==> src/rtl/core_pkg.sv <==
// Shared types and constants for the core front end.
package core_pkg;

  typedef enum logic [1:0] {
    IDLE = 2'b00,
    REQ  = 2'b01,
    WAIT = 2'b10,
    HOLD = 2'b11
  } fetch_state_t;

  typedef enum logic [1:0] {
    CAUSE_NONE     = 2'b00,
    CAUSE_MISALIGN = 2'b01,
    CAUSE_BUS_ERR  = 2'b10,
    CAUSE_TIMEOUT  = 2'b11
  } fault_cause_t;

  localparam logic [31:0] NOP_INSTR = 32'h0000_0013;

endpackage

==> src/rtl/fetch_timeout_ctr.sv <==
// Cycle counter bounding how long a fetch may sit in REQ/WAIT.
module fetch_timeout_ctr #(
  parameter int TIMEOUT_CYC = 255
) (
  input  logic clk,
  input  logic rst_n,
  input  logic clr,
  input  logic en,
  output logic expired
);

  localparam int W = $clog2(TIMEOUT_CYC + 1);
  localparam logic [W-1:0] LAST = W'(TIMEOUT_CYC - 1);

  logic [W-1:0] cnt_q;
  logic [W-1:0] cnt_d;

  // Fires in the cycle whose increment would reach TIMEOUT_CYC.
  assign expired = en && (cnt_q == LAST);

  always_comb begin
    cnt_d = cnt_q;
    if (clr) begin
      cnt_d = '0;
    end else if (en && !expired) begin
      cnt_d = cnt_q + W'(1);
    end
  end

  always_ff @(posedge clk or negedge rst_n) begin
    if (!rst_n) begin
      cnt_q <= '0;
    end else begin
      cnt_q <= cnt_d;
    end
  end

endmodule

==> src/rtl/fetch_unit.sv <==
// Instruction fetch stage: owns the PC, issues one imem read per fetch strobe
// and holds the result (or a fault) for decode until acknowledged.
module fetch_unit
  import core_pkg::*;
#(
  parameter int               XLEN        = 32,
  parameter logic [XLEN-1:0]  RESET_PC    = '0,
  parameter int               TIMEOUT_CYC = 255
) (
  input  logic            clk,
  input  logic            rst_n,
  input  logic            fetch_start,
  input  logic            redirect_valid,
  input  logic [XLEN-1:0] redirect_pc,
  output logic            imem_req,
  output logic [XLEN-1:0] imem_addr,
  input  logic            imem_gnt,
  input  logic            imem_rvalid,
  input  logic [31:0]     imem_rdata,
  input  logic            imem_err,
  output logic            instr_valid,
  output logic [31:0]     instr,
  output logic [XLEN-1:0] instr_pc,
  input  logic            instr_ack,
  output logic            fetch_fault,
  output logic [1:0]      fault_cause,
  output logic            busy
);

  fetch_state_t    state_q, state_d;
  fault_cause_t    cause_q, cause_d;
  logic [XLEN-1:0] pc_q, pc_d;
  logic [31:0]     instr_q, instr_d;
  logic [XLEN-1:0] instr_pc_q, instr_pc_d;
  logic            pend_valid_q, pend_valid_d;
  logic [XLEN-1:0] pend_pc_q, pend_pc_d;

  logic            ctr_clr;
  logic            ctr_en;
  logic            expired;
  logic            redirect_hit;
  logic [XLEN-1:0] redirect_tgt;

  assign ctr_en = (state_q == REQ) || (state_q == WAIT);

  fetch_timeout_ctr #(.TIMEOUT_CYC(TIMEOUT_CYC)) u_timeout (
    .clk     (clk),
    .rst_n   (rst_n),
    .clr     (ctr_clr),
    .en      (ctr_en),
    .expired (expired)
  );

  // A redirect arriving in the same cycle as completion overrides the pending one.
  assign redirect_hit = redirect_valid || pend_valid_q;
  assign redirect_tgt = redirect_valid ? redirect_pc : pend_pc_q;

  always_comb begin
    state_d      = state_q;
    cause_d      = cause_q;
    pc_d         = pc_q;
    instr_d      = instr_q;
    instr_pc_d   = instr_pc_q;
    pend_valid_d = pend_valid_q;
    pend_pc_d    = pend_pc_q;
    ctr_clr      = 1'b0;

    unique case (state_q)
      IDLE: begin
        if (redirect_valid) begin
          pc_d = redirect_pc;
        end else if (fetch_start) begin
          if (pc_q[1:0] != 2'b00) begin
            state_d = HOLD;
            cause_d = CAUSE_MISALIGN;
          end else begin
            state_d = REQ;
            cause_d = CAUSE_NONE;
            ctr_clr = 1'b1;
          end
        end
      end

      REQ, WAIT: begin
        if (redirect_valid) begin
          pend_valid_d = 1'b1;
          pend_pc_d    = redirect_pc;
        end
        if ((state_q == WAIT) && imem_rvalid) begin
          if (redirect_hit) begin
            state_d      = IDLE;
            pc_d         = redirect_tgt;
            pend_valid_d = 1'b0;
          end else begin
            state_d    = HOLD;
            instr_pc_d = pc_q;
            if (imem_err) begin
              cause_d = CAUSE_BUS_ERR;
            end else begin
              cause_d = CAUSE_NONE;
              instr_d = imem_rdata;
            end
          end
        end else if (expired) begin
          if (redirect_hit) begin
            state_d      = IDLE;
            pc_d         = redirect_tgt;
            pend_valid_d = 1'b0;
          end else begin
            state_d = HOLD;
            cause_d = CAUSE_TIMEOUT;
          end
        end else if ((state_q == REQ) && imem_gnt) begin
          state_d = WAIT;
        end
      end

      HOLD: begin
        if (redirect_valid) begin
          state_d = IDLE;
          pc_d    = redirect_pc;
        end else if (instr_ack) begin
          state_d = IDLE;
          if (cause_q == CAUSE_NONE) begin
            pc_d = pc_q + XLEN'(4);
          end
        end
      end

      default: state_d = IDLE;
    endcase
  end

  always_ff @(posedge clk or negedge rst_n) begin
    if (!rst_n) begin
      state_q      <= IDLE;
      cause_q      <= CAUSE_NONE;
      pc_q         <= RESET_PC;
      instr_q      <= NOP_INSTR;
      instr_pc_q   <= '0;
      pend_valid_q <= 1'b0;
      pend_pc_q    <= '0;
    end else begin
      state_q      <= state_d;
      cause_q      <= cause_d;
      pc_q         <= pc_d;
      instr_q      <= instr_d;
      instr_pc_q   <= instr_pc_d;
      pend_valid_q <= pend_valid_d;
      pend_pc_q    <= pend_pc_d;
    end
  end

  assign imem_req    = (state_q == REQ);
  assign imem_addr   = (state_q == REQ) ? pc_q : '0;
  assign instr_valid = (state_q == HOLD) && (cause_q == CAUSE_NONE);
  assign fetch_fault = (state_q == HOLD) && (cause_q != CAUSE_NONE);
  assign fault_cause = (state_q == HOLD) ? cause_q : CAUSE_NONE;
  assign instr       = instr_q;
  assign instr_pc    = instr_pc_q;
  assign busy        = (state_q != IDLE);

endmodule

==> config.mk <==
export PLATFORM = sky130hd
export DESIGN_NAME = fetch_unit
export DESIGN_NICKNAME = d
export VERILOG_FILES = /design/src/rtl/core_pkg.sv /design/src/rtl/fetch_timeout_ctr.sv /design/src/rtl/fetch_unit.sv
export SDC_FILE = /design/constraint.sdc
export NUM_CORES = 1
export LEC_CHECK = 0
export CAP_MARGIN = 10
export CORE_UTILIZATION = 40
export CTS_BUF_LIST = sky130_fd_sc_hd__clkbuf_8
export CTS_CLUSTER_DIAMETER = 30
export DETAILED_ROUTE_END_ITERATION = 8
export HOLD_SLACK_MARGIN = 0.03
export PLACE_DENSITY = 0.77
export SLEW_MARGIN = 20
export SYNTH_ARGS = -nofsm -noshare
export SYNTH_HDL_FRONTEND = slang
export SYNTH_SLANG_ARGS = --single-unit
==> constraint.sdc <==
create_clock -name clk -period 2.23 [get_ports clk]
set_clock_uncertainty 0.1 [all_clocks]
set_input_delay 0.446 -clock clk [delete_from_list [all_inputs] [get_ports clk]]
set_output_delay 0.446 -clock clk [all_outputs]
set_load 0.005 [all_outputs]
=== After elaboration in Yosys (flattened, before gate mapping) ===
Cells that the tools add are included.

* Logic and storage cells: 87
* Bits in registers: 141
* Output and inout bits: 102
* Input bits: 72

* Bitwise logic cells: 2
* Add/sub/neg operators: 2
* Equality and inequality tests: 13
* Muxes and demuxes: 40
* Reductions and logical operators: 22

{| class="wikitable"
|+ Operator list
! cell !! number
|-
| $mux 32 || 9
|-
| $pmux 32 s3 || 1
|-
| $mux 2 || 17
|-
| $add 32x3->32 const B || 1
|-
| $mux 8 || 2
|-
| $ne 3x3->1 const B || 4
|-
| $reduce_and 4->1 || 3
|-
| $reduce_bool 2->1 || 5
|-
| $mux 1 || 9
|-
| $add 8x1->8 const B || 1
|-
| $eq 8x8->1 const B || 1
|-
| $logic_and 1x1->1 || 6
|-
| $ne 2x2->1 const B || 3
|-
| $pmux 2 s3 || 1
|-
| $reduce_and 6->1 || 1
|-
| $eq 2x2->1 const B || 2
|-
| $logic_not 2->1 || 2
|-
| $ne 4x3->1 const B || 1
|-
| $pmux 2 s2 || 1
|-
| $ne 3x2->1 const B || 1
|-
| $reduce_and 3->1 || 1
|-
| $eq 2x1->1 const B || 1
|-
| $logic_or 1x1->1 || 2
|-
| $not 1->1 || 2
|-
| other kinds (2) || 2
|}

=== Logic depth before layout (Yosys ltp) ===
* Depth in word-level cells: 7
* Depth in mapped cells: 9
* Gate-level depth less buffers: 7

=== Modules after synthesis ===
Synthesis repeated with hierarchy kept, for this count alone.

* Cells, all modules: 698
* Area total of the unflattened synthesis: 7,624.8 um2

{| class="wikitable"
|+ Modules (own cells, without submodules)
! module !! sequential area each (um2) !! cells each !! times used !! area each (um2)
|-
| fetch_unit || 3,331.9 || 650 || 1 || 7,118.1
|-
| fetch_timeout_ctr || 200.2 || 48 || 1 || 506.7
|}

=== Least setup slack after synthesis ===
OpenSTA, ideal clock, no wires.

* Kind: register -> register
* Start: reg state_q[0]
* End: reg pc_q[14]
* Clock period less this slack: 2.214 ns
* Required time: 1.993 ns
* Arrival time: 1.977 ns
* Buffers on the path: 1
* Stages on the path, launching flop included: 8
* Path slack: 0.016 ns
* Setup time: 0.137 ns
* Cells stage by stage: dfrtp_1 -> inv_1 -> ha_1 -> or2_2 -> clkbuf_1 -> a32o_1 -> a2111oi_0 -> nor3_1

* Longest elaborated chain between the ends: 5
* Elaborated cells on any way between the ends: 15
* Classes of those cells: eq/ne: 7; mux: 2; reduce/logical: 6

{| class="wikitable"
|+ RTL lines
! element !! line !! source
|-
| start: declaration || fetch_unit.sv:30 || <nowiki>fetch_state_t state_q, state_d;</nowiki>
|-
| start signal: assignment || fetch_unit.sv:144 || <nowiki>state_q <= state_d;</nowiki>
|-
| $eq 2x1->1 / $eq 2x2->1 (equally long branches) || fetch_unit.sv:44 || <nowiki>assign ctr_en = (state_q == REQ) || (state_q == WAIT);</nowiki>
|-
| $logic_or 1x1->1 (*) || fetch_unit.sv:44 ||
|-
| via ctr_en || fetch_unit.sv:39 || <nowiki>logic ctr_en;</nowiki>
|-
| $logic_and 1x1->1 (*) || fetch_timeout_ctr.sv:19 || <nowiki>assign expired = en && (cnt_q == LAST);</nowiki>
|-
| $ne 3x2->1 (no source line) (*) || n/a ||
|-
| $reduce_and 4->1 (no source line) (*) || n/a ||
|-
| end signal: assignment || fetch_unit.sv:146 || <nowiki>pc_q <= pc_d;</nowiki>
|-
| end: declaration || fetch_unit.sv:32 || <nowiki>logic [XLEN-1:0] pc_q, pc_d;</nowiki>
|}

The timed path passes the listed nets; every way through them passes the cells marked *.
A chain may end at the register's enable or synchronous reset.

=== Final worst setup path ===
* Start: reg state_q[0]
* End: out imem_addr[3]

* Longest elaborated chain between the ends: 2

{| class="wikitable"
|+ RTL lines
! element !! line !! source
|-
| $eq 2x1->1 || fetch_unit.sv:155 || <nowiki>assign imem_addr = (state_q == REQ) ? pc_q : '0;</nowiki>
|-
| $mux 32 || fetch_unit.sv:155 ||
|-
| end: declaration || fetch_unit.sv:16 || <nowiki>output logic [XLEN-1:0] imem_addr,</nowiki>
|}

Every way passes these cells.

==> results.py <==
metrics = {
    "cts": {
        "htreeDepth": 4,
        "cts_sinks": 141,
        "cts-root-buf": "clkbuf_8",
        "cts_tree": "done",
        "clk_latency_ns": 0.46,
        "cts_buffer_depth": 2,
        "clk_pin_slew_ns": 0.08,
        "numCtsBuffers": 17,
    },
    "power": {
        "power.density_mw_per_mm2": 1520,
        "ir_drop_v": 0.000696,
        "p_leak_uw": 0.00468,
    },
    "sta": {
        "layout_worst_path_cycle_share_pct": 105,
        "fmax_ghz": 0.426,
        "final.min_clock_period_ns": 2.35,
        "slew_headroom_pct": 65.6,
        "worst_slew_pin_slew_ns": 0.515,
        "finalSetupViolations": 7,
        "setup_ws_ns": -0.119,
        "slew_violations": 0,
        "report.final.hold_viol_count": 0,
        "fin_hold_ws_ns": 0.390,
        "rsz0062_at_grt": "yes",
    },
    "die": {
        "start_util_pct": 40.9,
        "rows": 49,
        "coreArea_mm2": 0.0180,
        "io_pins": 174,
        "die-area_mm2": 0.0190,
        "die_h_um": 138,
        "die_w_um": 138,
    },
    "synth": {
        "synth-edff-count": 0,
        "ys.flop_type": "dfrtp_1",
        "synth_top_area_share_pct": 46.8,
        "synth_fp_nets": 771,
        "synth_top_area_cell": "dfrtp_1",
        "seq_area_frac_synth_pct": 47.9,
        "ys_ff_latch": 141,
        "async_flop_share_pct": 100,
        "syn_area_mm2": 0.00738,
        "syn_inst": 691,
        "syn_avg_cell_area_um2": 10.7,
        "synth_area_leaders": "dfrtp_1, mux2_2, and2_1, o21ai_0, nor2_1",
        "ys_types": 68,
        "synth_warnings": 0,
    },
    "global_routing": {
        "antenna_found_initial": 0,
        "grtUsageTotal_pct": 25.2,
        "first_global_vias": 6788,
        "grt-ovfl-total": 0,
        "grt_max_degree": 52,
        "grt_pass1_wl_um": 35800,
    },
    "drt": {
        "routedWlPerCell_um": 19.6,
        "drt_iter0_drc": 659,
        "drt_pre_antenna_iters": 5,
        "totalWireLength_um": 23300,
        "vias": 6773,
        "via_per_inst": 5.71,
        "drtAntennaViolNets": 0,
        "drc": 0,
    },
    "critical_path": {
        "worst-path-buf-inv": 5,
        "critPathSlowestCell": "dfrtp_1",
        "cp_data_required_time_ns": 1.68,
        "reg2reg_slack_ns": 0.05,
        "arrival_ns": 1.80,
        "cp_max_fo": 5,
        "crit_path_end_kind": "output port",
        "startpoint_type": "flop",
        "reg2regPathDepth": 9,
        "critical_path_class": "reg -> out",
        "slowest_delay_ns": 0.39,
        "cp.depth": 7,
        "rr_endpoint": "pc_q[26]$_DFFE_PN0P_",
        "reg2reg_from": "state_q[0]$_DFFE_PN0P_",
        "path_cells": "buf_6 > ha_4 > buf_12 > buf_12 > buf_16 > and2_4 > buf_6",
        "path_delay_family": "buffers and inverters",
    },
    "min_path": {
        "hold_end": "pend_pc_q[12]$_DFFE_PN0N_",
        "min-delay-start": "pend_pc_q[12]$_DFFE_PN0N_",
        "hold_depth": 2,
        "holdCritPathClass": "reg -> reg",
    },
    "status": {
        "violations": "negative setup slack",
        "status": "finished with violations",
    },
    "job": {
        "drv_cap": 0,
    },
    "placed_design": {
        "port_buffers": 173,
        "hpwl_um": 15900,
        "gp_congestion": 0.922,
    },
    "final_layout": {
        "final_core_util_pct": 60.7,
        "antenna_cells": 0,
        "area_growth_pct": 48.2,
        "nets": 1025,
        "drive_above_1_share_pct": 37.0,
        "nFillCells": 1456,
    },
}
[cell usage in the layout (no fill, tap or decap), drive strengths merged, types with 20 or more instances in the layout]
master and n:
nand2 42, o21ai 42, nor2 47, and2 37
dfrtp 138, clkdlybuf4s50 134, clkbuf 24, a21oi 20
mux2 100, buf 143
[cells in the mapped netlist (all sizes together), types with 7 or more instances]
| master | n |
|---|---|
| a221oi | 9 |
| buf | 23 |
| nand4 | 17 |
| a22o | 7 |
| a31oi | 8 |
| ha | 8 |
| nor3 | 18 |
| xor2 | 9 |
| nand2 | 42 |
| a32o | 8 |
| clkbuf | 26 |
| nor4 | 7 |
| nand3 | 9 |
| a21oi | 20 |
| o211ai | 9 |
| mux2 | 100 |
| nor2 | 47 |
| a211oi | 10 |
| inv | 17 |
| dfrtp | 138 |
| o21ai | 42 |
| and2 | 37 |
[logic make-up after synthesis]
kind of cell	Yosys count	synth area share [%]
buffers and inverters	66	3.75
DFF	141	47.9
xor gates and xnor gates	15	1.78
muxes	105	15.9
and+or+nand+nor	201	14.3
adders and majority gates	8	1.36
AOI/OAI and AO/OA	155	15.0
[sequential cells by signal, indices dropped and copies added (netlist names)]
name and cells:
instr_pc 32, pend_valid_q 1, pend_pc_q 32, u_timeout.cnt_q 8
cause_q 2, pc_q 32, instr 32, state_q 2
[worst min-delay path, cell delays in order (launching register included)]
cell,delay [ns]
dfrtp_1,0.35
nand2_1,0.05
o21ai_0,0.06
[how the worst max path moves through the flow]
stage | startpoint | end
2_1_floorplan | state_q[0]$_DFFE_PN0P_ | pc_q[14]$_DFFE_PN0P_
3_3_place_gp | redirect_valid | pc_q[20]$_DFFE_PN0P_
3_5_place_dp | redirect_valid | pc_q[26]$_DFFE_PN0P_
4_1_cts | state_q[1]$_DFFE_PN0P_ | imem_addr[3]
5_1_grt | state_q[1]$_DFFE_PN0P_ | imem_addr[3]
6_report | state_q[0]$_DFFE_PN0P_ | imem_addr[3]
[metal layers]
| metal | track usage [%] | wire length, um |
|---|---|---|
| met1 | 29.9 | 9200 |
| met2 | 41.1 | 11200 |
| met3 | 9.12 | 2180 |
| met4 | 10.9 | 707 |
| met5 | 0 | 0 |
[timing repair]
item,CTS,global route
resized for setup,204,61
hold buffers,1,0
setup buffers,13,7
gates cloned,4,1
endpoints found under the setup margin,44,138
hold endpoints to repair,47,0
pin swaps,20,16
[cell type report]
class                   instances  area [um2]  share of cell area, %
clock inverters                13         141                   1.29
flip-flops and latches        141        3530                   32.3
multi-input cells             484        3870                   35.4
clock buffers                  19         262                   2.39
repair buffers                284        2770                   25.3
inverters                      17        72.6                  0.664
well taps                     229         287                   2.62
[power by group]
group / switching (uW) / total [uW] / internal, uW
registers: 895 / 4690 / 3800
clock network: 1060 / 2120 / 1060
logic: 4420 / 9780 / 5370
[metrics by stage]
stage | setup slack [ns] | power (uW) | instances | cell area [um2] | setup TNS [ns]
6_report | -0.119 | 16600 | 1187 | 10900 | -0.744
5_1_grt | -0.168 | 17600 | 1187 | 10900 | -1.95
4_1_cts | -0.138 | 15900 | 1183 | 10700 | -1.11
3_5_place_dp | -0.201 | 13100 | 1135 | 9980 | -7.32
3_3_place_gp | -0.147 | 12800 | 1135 | 9980 | -5.02
2_1_floorplan | 0.0159 | 8940 | 691 | 7380 | 0
(Power assumes the default switching activity.)
